**src/rtl/seq_shift_add_mult.sv**
```systemverilog
// seq_shift_add_mult: sequential shift-add multiplier with a start/busy/done handshake.
// Processes one multiplier bit per cycle and stops early once no set multiplier bits remain.
// Define SEQ_MULT_SIGNED_EN to treat a_i/b_i as two's complement; otherwise the design is unsigned only.
module seq_shift_add_mult #(
    parameter int WIDTH = 8
) (
    input  logic               clk,
    input  logic               rst_n,
    input  logic               start_i,
    input  logic [WIDTH-1:0]   a_i,
    input  logic [WIDTH-1:0]   b_i,
    output logic               busy_o,
    output logic               done_o,
    output logic [2*WIDTH-1:0] product_o
);
    localparam int CW = $clog2(WIDTH);

    typedef enum logic [1:0] {IDLE, CALC, DONE} state_t;

    state_t             state_q;
    logic [2*WIDTH-1:0] mcand_q;
    logic [WIDTH-1:0]   mplier_q;
    logic [2*WIDTH-1:0] acc_q;
    logic [CW-1:0]      cnt_q;
    logic               busy_q;
    logic               done_q;
    logic [2*WIDTH-1:0] product_q;

    logic [2*WIDTH-1:0] acc_d;
    logic [WIDTH-1:0]   mplier_d;
    logic               last;
    logic [WIDTH-1:0]   a_mag;
    logic [WIDTH-1:0]   b_mag;
    logic [2*WIDTH-1:0] prod_d;

    // Accumulator and multiplier after this CALC step; last marks the final step
    always_comb begin
        acc_d    = mplier_q[0] ? acc_q + mcand_q : acc_q;
        mplier_d = mplier_q >> 1;
        last     = (mplier_d == '0) || (cnt_q == CW'(WIDTH - 1));
    end

`ifdef SEQ_MULT_SIGNED_EN
    logic neg_q;

    // Magnitudes fed to the unsigned core; the most negative value maps to 2^(WIDTH-1)
    always_comb begin
        a_mag  = a_i[WIDTH-1] ? -a_i : a_i;
        b_mag  = b_i[WIDTH-1] ? -b_i : b_i;
        prod_d = neg_q ? -acc_d : acc_d;
    end

    // Result sign captured with the operands
    always_ff @(posedge clk or negedge rst_n) begin
        if (!rst_n)
            neg_q <= 1'b0;
        else if (state_q == IDLE && start_i)
            neg_q <= a_i[WIDTH-1] ^ b_i[WIDTH-1];
    end
`else
    // Unsigned operands pass straight through to the core
    always_comb begin
        a_mag  = a_i;
        b_mag  = b_i;
        prod_d = acc_d;
    end
`endif

    // Controller and datapath: capture in IDLE, shift-add in CALC, one-cycle pulse in DONE
    always_ff @(posedge clk or negedge rst_n) begin
        if (!rst_n) begin
            state_q   <= IDLE;
            mcand_q   <= '0;
            mplier_q  <= '0;
            acc_q     <= '0;
            cnt_q     <= '0;
            busy_q    <= 1'b0;
            done_q    <= 1'b0;
            product_q <= '0;
        end else begin
            done_q <= 1'b0;
            case (state_q)
                IDLE: begin
                    if (start_i) begin
                        mcand_q  <= {{WIDTH{1'b0}}, a_mag};
                        mplier_q <= b_mag;
                        acc_q    <= '0;
                        cnt_q    <= '0;
                        busy_q   <= 1'b1;
                        state_q  <= CALC;
                    end
                end
                CALC: begin
                    acc_q    <= acc_d;
                    mcand_q  <= mcand_q << 1;
                    mplier_q <= mplier_d;
                    cnt_q    <= cnt_q + CW'(1);
                    if (last) begin
                        product_q <= prod_d;
                        done_q    <= 1'b1;
                        state_q   <= DONE;
                    end
                end
                default: begin
                    busy_q  <= 1'b0;
                    state_q <= IDLE;
                end
            endcase
        end
    end

    assign busy_o    = busy_q;
    assign done_o    = done_q;
    assign product_o = product_q;
endmodule
```
**config.mk**
```make
export PLATFORM = sky130hd
export DESIGN_NAME = seq_shift_add_mult
export DESIGN_NICKNAME = d
export VERILOG_FILES = /design/src/rtl/seq_shift_add_mult.sv
export SDC_FILE = /design/constraint.sdc
export NUM_CORES = 1
export LEC_CHECK = 0
export BUFFER_PORTS_ARGS = -buffer_cell sky130_fd_sc_hd__buf_2
export CORE_MARGIN = 2
export CORE_UTILIZATION = 30
export CTS_CLUSTER_SIZE = 10
export DETAILED_ROUTE_END_ITERATION = 6
export PLACE_DENSITY_LB_ADDON = 0.1
export SYNTH_ARGS = -nofsm -noshare
export SYNTH_HDL_FRONTEND = slang
export SYNTH_SLANG_ARGS = --single-unit
```
**constraint.sdc**
```tcl
create_clock -name clk -period 3.2 [get_ports clk]
set_input_delay 0.48 -clock clk [delete_from_list [all_inputs] [get_ports clk]]
set_output_delay 0.48 -clock clk [all_outputs]
set_load 0.01 [all_outputs]
```
---- Word-level counts from Yosys, hierarchy flattened ----
Index checks and enable logic that the tools add are counted.
word-level totals
  register bits after elaboration ......... 63
  output and inout port bits .............. 18
operators by class
  add/subtract/negate cells ............... 2
  eq/ne operators ......................... 4
  muxes and demuxes ....................... 16
  bitwise logic cells ..................... 1
  reduce and logical (&&, ||, !) cells .... 8
operators with widths
  cell                 number
  $pmux 16 s2          2
  $mux 16              3
  $add 16x16->16       1
  $pmux 8 s2           1
  $logic_not 8->1      1
  $mux 8               1
  $reduce_and 2->1     4
  $pmux 3 s2           1
  $mux 2               2
  $ne 2x2->1 const B   2
  $pmux 2 s2           1
  $add 3x1->3 const B  1
  $eq 3x3->1 const B   1
  $mux 1               3
  $mux 3               1
  $eq 2x1->1 const B   1
  $logic_not 2->1      1
  $pmux 1 s2           1
  $reduce_bool 2->1    1
  $logic_or 1x1->1     1
  $not 1->1            1

---- Logic depth before layout (Yosys ltp) ----
Gate-level depths: netlist of the first run.
  depth after elaboration ................. 4
  mapped depth ............................ 9
  mapped depth without buffers ............ 9

---- Least setup slack after synthesis of the first run ----
OpenSTA, ideal clock, no wires.
  path type ............................... reg-to-reg
  start ................................... register mcand_q[0]
  end ..................................... register acc_q[14]
  setup time .............................. 121 ps
  arrival ................................. 2361 ps
  required time ........................... 3079 ps
  path slack .............................. 718 ps
  cell stages (with the launch flop) ...... 10
  buffers on the path ..................... 0
  period minus slack after synthesis ...... 2482 ps
  path through ............................ dfrtp_1 -> ha_1 -> fa_1 -> a211oi_2 -> nor2_1 -> o31a_4 -> a221o_2 -> a31oi_4 -> xor2_1 -> o21ai_1
on the way
  cells in the longest elaborated chain, start to end .. 3
RTL lines
  what                    line  text
  from (decl)             21    logic [2*WIDTH-1:0] mcand_q;
  from (signal assigned)  85    mcand_q <= {{WIDTH{1'b0}}, a_mag};
  from (signal assigned)  95    mcand_q <= mcand_q << 1;
  $add 16x16->16          38    acc_d = mplier_q[0] ? acc_q + mcand_q : acc_q;
  $mux 16                 38
  $pmux 16 s2             82    case (state_q)
  to (signal assigned)    75    acc_q <= '0;
  to (signal assigned)    87    acc_q <= '0;
  to (signal assigned)    94    acc_q <= acc_d;
  to (decl)               23    logic [2*WIDTH-1:0] acc_q;
No other way between the ends.
A chain may end at the register's enable or synchronous reset.

---- Final worst setup path of the first run ----
Same ends and word-level chain as after synthesis.

==> impl_metrics.env, run 1 <==
export IMPL_status="finished clean"
export IMPL_synthArstFlopShare_pct=100.0
export IMPL_top_layer_used="met4"
export IMPL_max_stage_delay_ns=0.44
export IMPL_clock_fmax_mhz=371.0
export IMPL_slew_viol_final=0
export IMPL_max_slew_worst_pin_slew_ns=0.8409
export IMPL_power_density_nw_per_um2=1011
export IMPL_synth_top_area_cell="dfrtp_1"
export IMPL_cap_violations=0
export IMPL_gp_congestion=0.8360
export IMPL_layout_drive_gt1_share_pct=17.71
export IMPL_dpl_cell_area_um2=3700
export IMPL_wl_met3_um=249
export IMPL_drtIter0Drc=77
export IMPL_vias=2486
export IMPL_end_kind="flip-flop"
export IMPL_synth_seq_cells=63
export IMPL_hold_buffers=0
export IMPL_drt_met1_wl_um=4164
export IMPL_path_clk_slew_ns=0.07
export IMPL_place_inst=492
export IMPL_netlist_area_leader_share_pct=47.10
export IMPL_via_per_inst=4.903
export IMPL_setup_viol=0
export IMPL_startpoint_type="flip-flop"
export IMPL_synth_edff_count=0
export IMPL_track_usage_pct=14.24
export IMPL_yosysUniqueCellTypes=46
export IMPL_rsz0062_at_grt="no"
export IMPL_num_io_pins=37
export IMPL_fin_hold_ws_ns=0.2431
export IMPL_io_buffers=36
export IMPL_synthesis_nets=362
export IMPL_netlist_area_um2=3347
export IMPL_arrival_ns=2.92
export IMPL_core_area_um2=10840
export IMPL_utilization_pct=35.78
export IMPL_root_buffer="clkbuf_8"
export IMPL_period_needed_ns=2.695
export IMPL_crit_required_ns=3.42
export IMPL_final_cells=507
export IMPL_synth_top_cells_by_count="63 x dfrtp_1, 40 x nand2_1, 39 x o21ai_0, 23 x a22o_1, 23 x mux2i_1"
export IMPL_path_class="reg2reg"
export IMPL_finalHoldViolCount=0
export IMPL_dr_pass1_iters=4
export IMPL_seq_area_frac_synth_pct=47.10
export IMPL_grt_remaining_overflow=0
export IMPL_cts_sinks=63
export IMPL_dp_hpwl_um=5624
export IMPL_die_area_um2=12020
export IMPL_synth_warnings=0
export IMPL_min_path_type="in2async"
export IMPL_clk_latency_ns=0.34
export IMPL_num_antenna_cells=0
export IMPL_synth_area_leaders="dfrtp_1 47%, mux2i_1 6.9%, ha_1 6.4%, a22o_1 6.0%, o21ai_0 5.8%"
export IMPL_fin_crit_sh_pct=84.22
export IMPL_grt_max_degree=39
export IMPL_rows=38
export IMPL_crit_fanout=4
export IMPL_critical_path_cell_chain="ha_1 -> fa_1 -> a211oi_2 -> nor2_1 -> o31a_4 -> a221o_2 -> a31oi_4 -> xor2_1 -> o21ai_1"
export IMPL_grt_first_pass_wirelength_um=12940
export IMPL_wire_per_inst_um=15.68
export IMPL_slowest_stage="fa_1"
export IMPL_relSlewSlack_pct=43.94
export IMPL_final_area_um2=3879
export IMPL_dr_wl_met2_um=3388
export IMPL_crit_start="mcand_q[0]"
export IMPL_fin_setup_tns_ns=0
export IMPL_areaGrowthSynthToFinish_pct=15.89
export IMPL_cts_tree="done"
export IMPL_grt_pass1_vias=2508
export IMPL_p_leak_nw=1.905
export IMPL_yosysMostFrequentCell="dfrtp_1"
export IMPL_die_h_um=109.6
export IMPL_synthFlopType="dfrtp_1"
export IMPL_start_util_pct=30.87
export IMPL_cts_made_buffers=9
export IMPL_antenna_found_initial=0
export IMPL_finClkSkew_ns=0.01053
export IMPL_vdd_ir_drop_max_mv=0.4338
export IMPL_postRouteAntennaNets=0
export IMPL_avgSynthCellArea_um2=10.30
export IMPL_routed_wl_um=7952
export IMPL_cts_setup_buffers=0
export IMPL_syn_inst=325
export IMPL_nNetsFinal=400
export IMPL_r2r_cells=9
export IMPL_htreeDepth=3
export IMPL_drc_errors=0
export IMPL_die_w_um=109.6
export IMPL_rr_startpoint="mcand_q[0]"
export IMPL_cts_resized=0
export IMPL_clk_path_buf_depth=2
## layout make-up
type | instances | area, um^2
flip-flops and latches | 63 | 1577
inverters | 3 | 11.26
well taps | 140 | 175.2
fillers | 1136 | 6962
multi-input cells | 243 | 1704
clock buffers | 11 | 131.4
clock inverters | 4 | 47.55
repair buffers | 43 | 232.7
## metal layers
layer	vias to the layer above	track usage, %
met1	1165	19.94
met2	41	21.16
met4	0	5.967
li1	1266	-
met5	-	0
met3	14	3.142
## cell usage in the layout (no fill, tap or decap), drive strengths merged, types with 2 or more instances in the layout
master | synthesis | layout
nand2b | 3 | 3
nand3b | 2 | 2
mux2i | 23 | 23
a31o | 2 | 2
nand2 | 40 | 40
nor2 | 11 | 11
xor2 | 4 | 4
xnor2 | 7 | 7
a211oi | 3 | 3
o21ai | 41 | 41
a21o | 7 | 7
a21oi | 15 | 15
nand4 | 3 | 3
o21bai | 4 | 4
clkinv | 0 | 2
a22o | 23 | 23
nand3 | 4 | 4
clkbuf | 12 | 11
dfrtp | 63 | 63
ha | 17 | 17
o21a | 2 | 2
inv | 3 | 3
nor2b | 8 | 8
buf | 4 | 43
and2 | 3 | 3
a31oi | 4 | 4
## cells by family (layout without fill, tap and decap cells)
group | count (synthesis) | after routing | synth area share [%]
mux | 24 | 24 | 7.215
simple gates | 80 | 80 | 11.18
flops | 63 | 63 | 47.10
compound gates | 110 | 110 | 22.50
xor+xnor | 11 | 11 | 2.878
buf+inv | 19 | 61 | 2.168
fa+ha+maj | 18 | 18 | 6.953
## final timing paths
path | slack (ns) | endpoint
worst max-delay path | 0.50 | acc_q[14]
worst min register to register | 0.47 | product_o[11]
max in group asynchronous | 2.17 | mcand_q[10]
min in group clk | 0.43 | mplier_q[2]
worst max register to register | 0.50 | acc_q[14]
worst min-delay path | 0.24 | busy_o
## through the flow
stage	setup slack, ns	power [mW]
6_report	0.5049	3.921
3_5_place_dp	0.5495	3.305
4_1_cts	0.4903	3.981
3_3_place_gp	0.5888	3.290
2_1_floorplan	0.7179	2.735
5_1_grt	0.3633	4.252
## worst max-delay path: cells and delay by family, from the launching register on
family                     cells  cell delay (ns)
and+or+nand+nor                1             0.10
xor gates and xnor gates       1             0.19
DFF                            1             0.41
AOI/OAI and AO/OA              5             1.19
adders and majority gates      2             0.68
## state kept, by name, indices dropped and copies added, names as in the netlist
| name | flops |
|---|---|
| acc_q | 16 |
| busy_o | 1 |
| cnt_q | 3 |
| done_o | 1 |
| mcand_q | 16 |
| mplier_q | 8 |
| product_o | 16 |
| state_q | 2 |
## report_power, final
part | internal (mW) | total (mW) | leakage, nW | switching [mW]
registers | 1.11 | 1.41 | 0.823 | 0.292
logic | 0.798 | 1.86 | 0.993 | 1.06
clock network | 0.353 | 0.658 | 0.0892 | 0.305
total | 2.27 | 3.92 | 1.90 | 1.65
(Power assumes the default switching activity.)
==> inputs of run 2 (changes only) <==
==> constraint.sdc (replaced) <==
create_clock -name clk -period 2.74 [get_ports clk]
set_input_delay 0.411 -clock clk [delete_from_list [all_inputs] [get_ports clk]]
set_output_delay 0.411 -clock clk [all_outputs]
set_load 0.01 [all_outputs]
==> impl_metrics.env, run 2 (synthesis gave the netlist of run 1 again) <==
export IMPL_die_w_um=109.6
export IMPL_gp_congestion=0.8422
export IMPL_r2r_cells=9
export IMPL_die_h_um=109.6
export IMPL_cts_made_buffers=9
export IMPL_slew_viol_final=0
export IMPL_drtIter0Drc=77
export IMPL_pre_cts_ws_ns=0.06244
export IMPL_dr_pass1_iters=4
export IMPL_crit_fanout=4
export IMPL_layout_drive_gt1_share_pct=19.19
export IMPL_path_clk_slew_ns=0.07
export IMPL_max_slew_worst_pin_slew_ns=0.7464
export IMPL_track_usage_pct=14.92
export IMPL_die_area_um2=12020
export IMPL_finClkSkew_ns=0.01302
export IMPL_drc_errors=0
export IMPL_clk_latency_ns=0.35
export IMPL_p_leak_nw=1.921
export IMPL_root_buffer="clkbuf_8"
export IMPL_grt_first_pass_wirelength_um=13490
export IMPL_grt_pass1_vias=2573
export IMPL_cts_tree="done"
export IMPL_crit_start="mcand_q[0]"
export IMPL_postRouteAntennaNets=0
export IMPL_fin_crit_sh_pct=95.33
export IMPL_fillers=1130
export IMPL_fin_setup_tns_ns=0
export IMPL_cap_violations=0
export IMPL_setup_viol=0
export IMPL_htreeDepth=3
export IMPL_start_util_pct=30.87
export IMPL_rr_startpoint="mcand_q[0]"
export IMPL_vdd_ir_drop_max_mv=0.4254
export IMPL_startpoint_type="flip-flop"
export IMPL_r2r_setup_slack_ns=0.13
export IMPL_nNetsFinal=402
export IMPL_r2r_end="acc_q[14]"
export IMPL_path_class="reg2reg"
export IMPL_rows=38
export IMPL_vias=2521
export IMPL_antenna_found_initial=0
export IMPL_via_per_inst=4.943
export IMPL_crit_end="acc_q[14]"
export IMPL_min_path_type="in2async"
export IMPL_wire_per_inst_um=15.61
export IMPL_final_cell_mix="63 x dfrtp_1, 40 x nand2_1, 39 x o21ai_0"
export IMPL_routed_wl_um=7963
export IMPL_setup_ws_ns=0.1280
export IMPL_rsz0062_at_grt="no"
export IMPL_relSlewSlack_pct=50.24
export IMPL_clock_fmax_mhz=382.9
export IMPL_end_kind="flip-flop"
export IMPL_period_needed_ns=2.612
export IMPL_dp_hpwl_um=5687
export IMPL_hold_buffers=0
export IMPL_power_density_nw_per_um2=1174
export IMPL_status="finished clean"
export IMPL_io_buffers=36
export IMPL_finalHoldViolCount=0
export IMPL_grt_max_degree=39
export IMPL_layout_commonest_cell="dfrtp_1"
export IMPL_crit_required_ns=2.97
export IMPL_arrival_ns=2.84
export IMPL_num_io_pins=37
export IMPL_areaGrowthSynthToFinish_pct=16.75
export IMPL_core_area_um2=10840
export IMPL_clk_path_buf_depth=2
export IMPL_num_antenna_cells=0
export IMPL_grt_remaining_overflow=0
export IMPL_cts_sinks=63
## run 2: changes by cell type in the layout (fill, tap and decap cells not counted), sizes merged
cell and delta:
buf +2, bufinv -1, clkbuf +1, clkinv +2
clkinvlp -1
## run 2: through the flow
step / power [mW] / utilization [%] / hold WS [ns] / cells / area [um^2]
6_report: 4.588 / 36.05 / 0.1084 / 510 / 3908
5_1_grt: 5.013 / 36.05 / 0.1601 / 510 / 3908
4_1_cts: 4.647 / 35.93 / 0.1331 / 509 / 3895
3_5_place_dp: 3.882 / 34.31 / 0.4653 / 493 / 3720
3_3_place_gp: 3.870 / 34.31 / 0.4566 / 493 / 3720
2_1_floorplan: 3.194 / - / 0.1154 / 325 / 3347
## run 2: worst min-delay path by stage
stage | cells after the start | from | slack (ns) | end
floorplan | 0 | rst_n | 0.12 | acc_q[0]
global placement | 2 | product_o[15] | 0.46 | product_o[15]
detailed placement | 2 | product_o[3] | 0.47 | product_o[3]
CTS | 1 | rst_n | 0.13 | busy_o
global route | 1 | rst_n | 0.16 | mcand_q[4]
finish | 1 | rst_n | 0.11 | mcand_q[4]
## run 2: routing by layer
layer,up-vias,GRT usage [%],wire length (um)
met5,-,0,0
met4,0,6.781,156
met3,14,3.616,287
met2,46,20.72,3227
met1,1188,21.67,4291
li1,1273,-,-
## run 2: layout make-up
class	count	area (um^2)	share of cell area, %
tap	140	175.2	4.483
timing repair buffer	45	260.3	6.660
multi-input combinational	243	1709	43.74
inverter	3	11.26	0.2882
sequential	63	1577	40.35
clock buffer	12	155.1	3.971
clock inverter	4	20.02	0.5123
## run 2: critical path, stage by stage (launching register included)
cell and delay, ns:
dfrtp_1 0.41, ha_2 0.21, fa_2 0.39, a211oi_2 0.21, nor2_1 0.11, o31a_4 0.31
a221o_2 0.38, a31oi_4 0.22, xor2_1 0.16, o21ai_1 0.07
## run 2: power breakdown
| part | internal (mW) | switching (mW) |
|---|---|---|
| Sequential | 1.30 | 0.303 |
| Clock | 0.372 | 0.369 |
| Combinational | 0.953 | 1.29 |
## run 2: what timing repair did
| action | 4_1_cts | 5_1_grt |
|---|---|---|
| resized for setup | 0 | 2 |
| setup buffers | 0 | 1 |
| endpoints found under the setup margin | 0 | 3 |
| endpoints found under the hold margin | 0 | 0 |
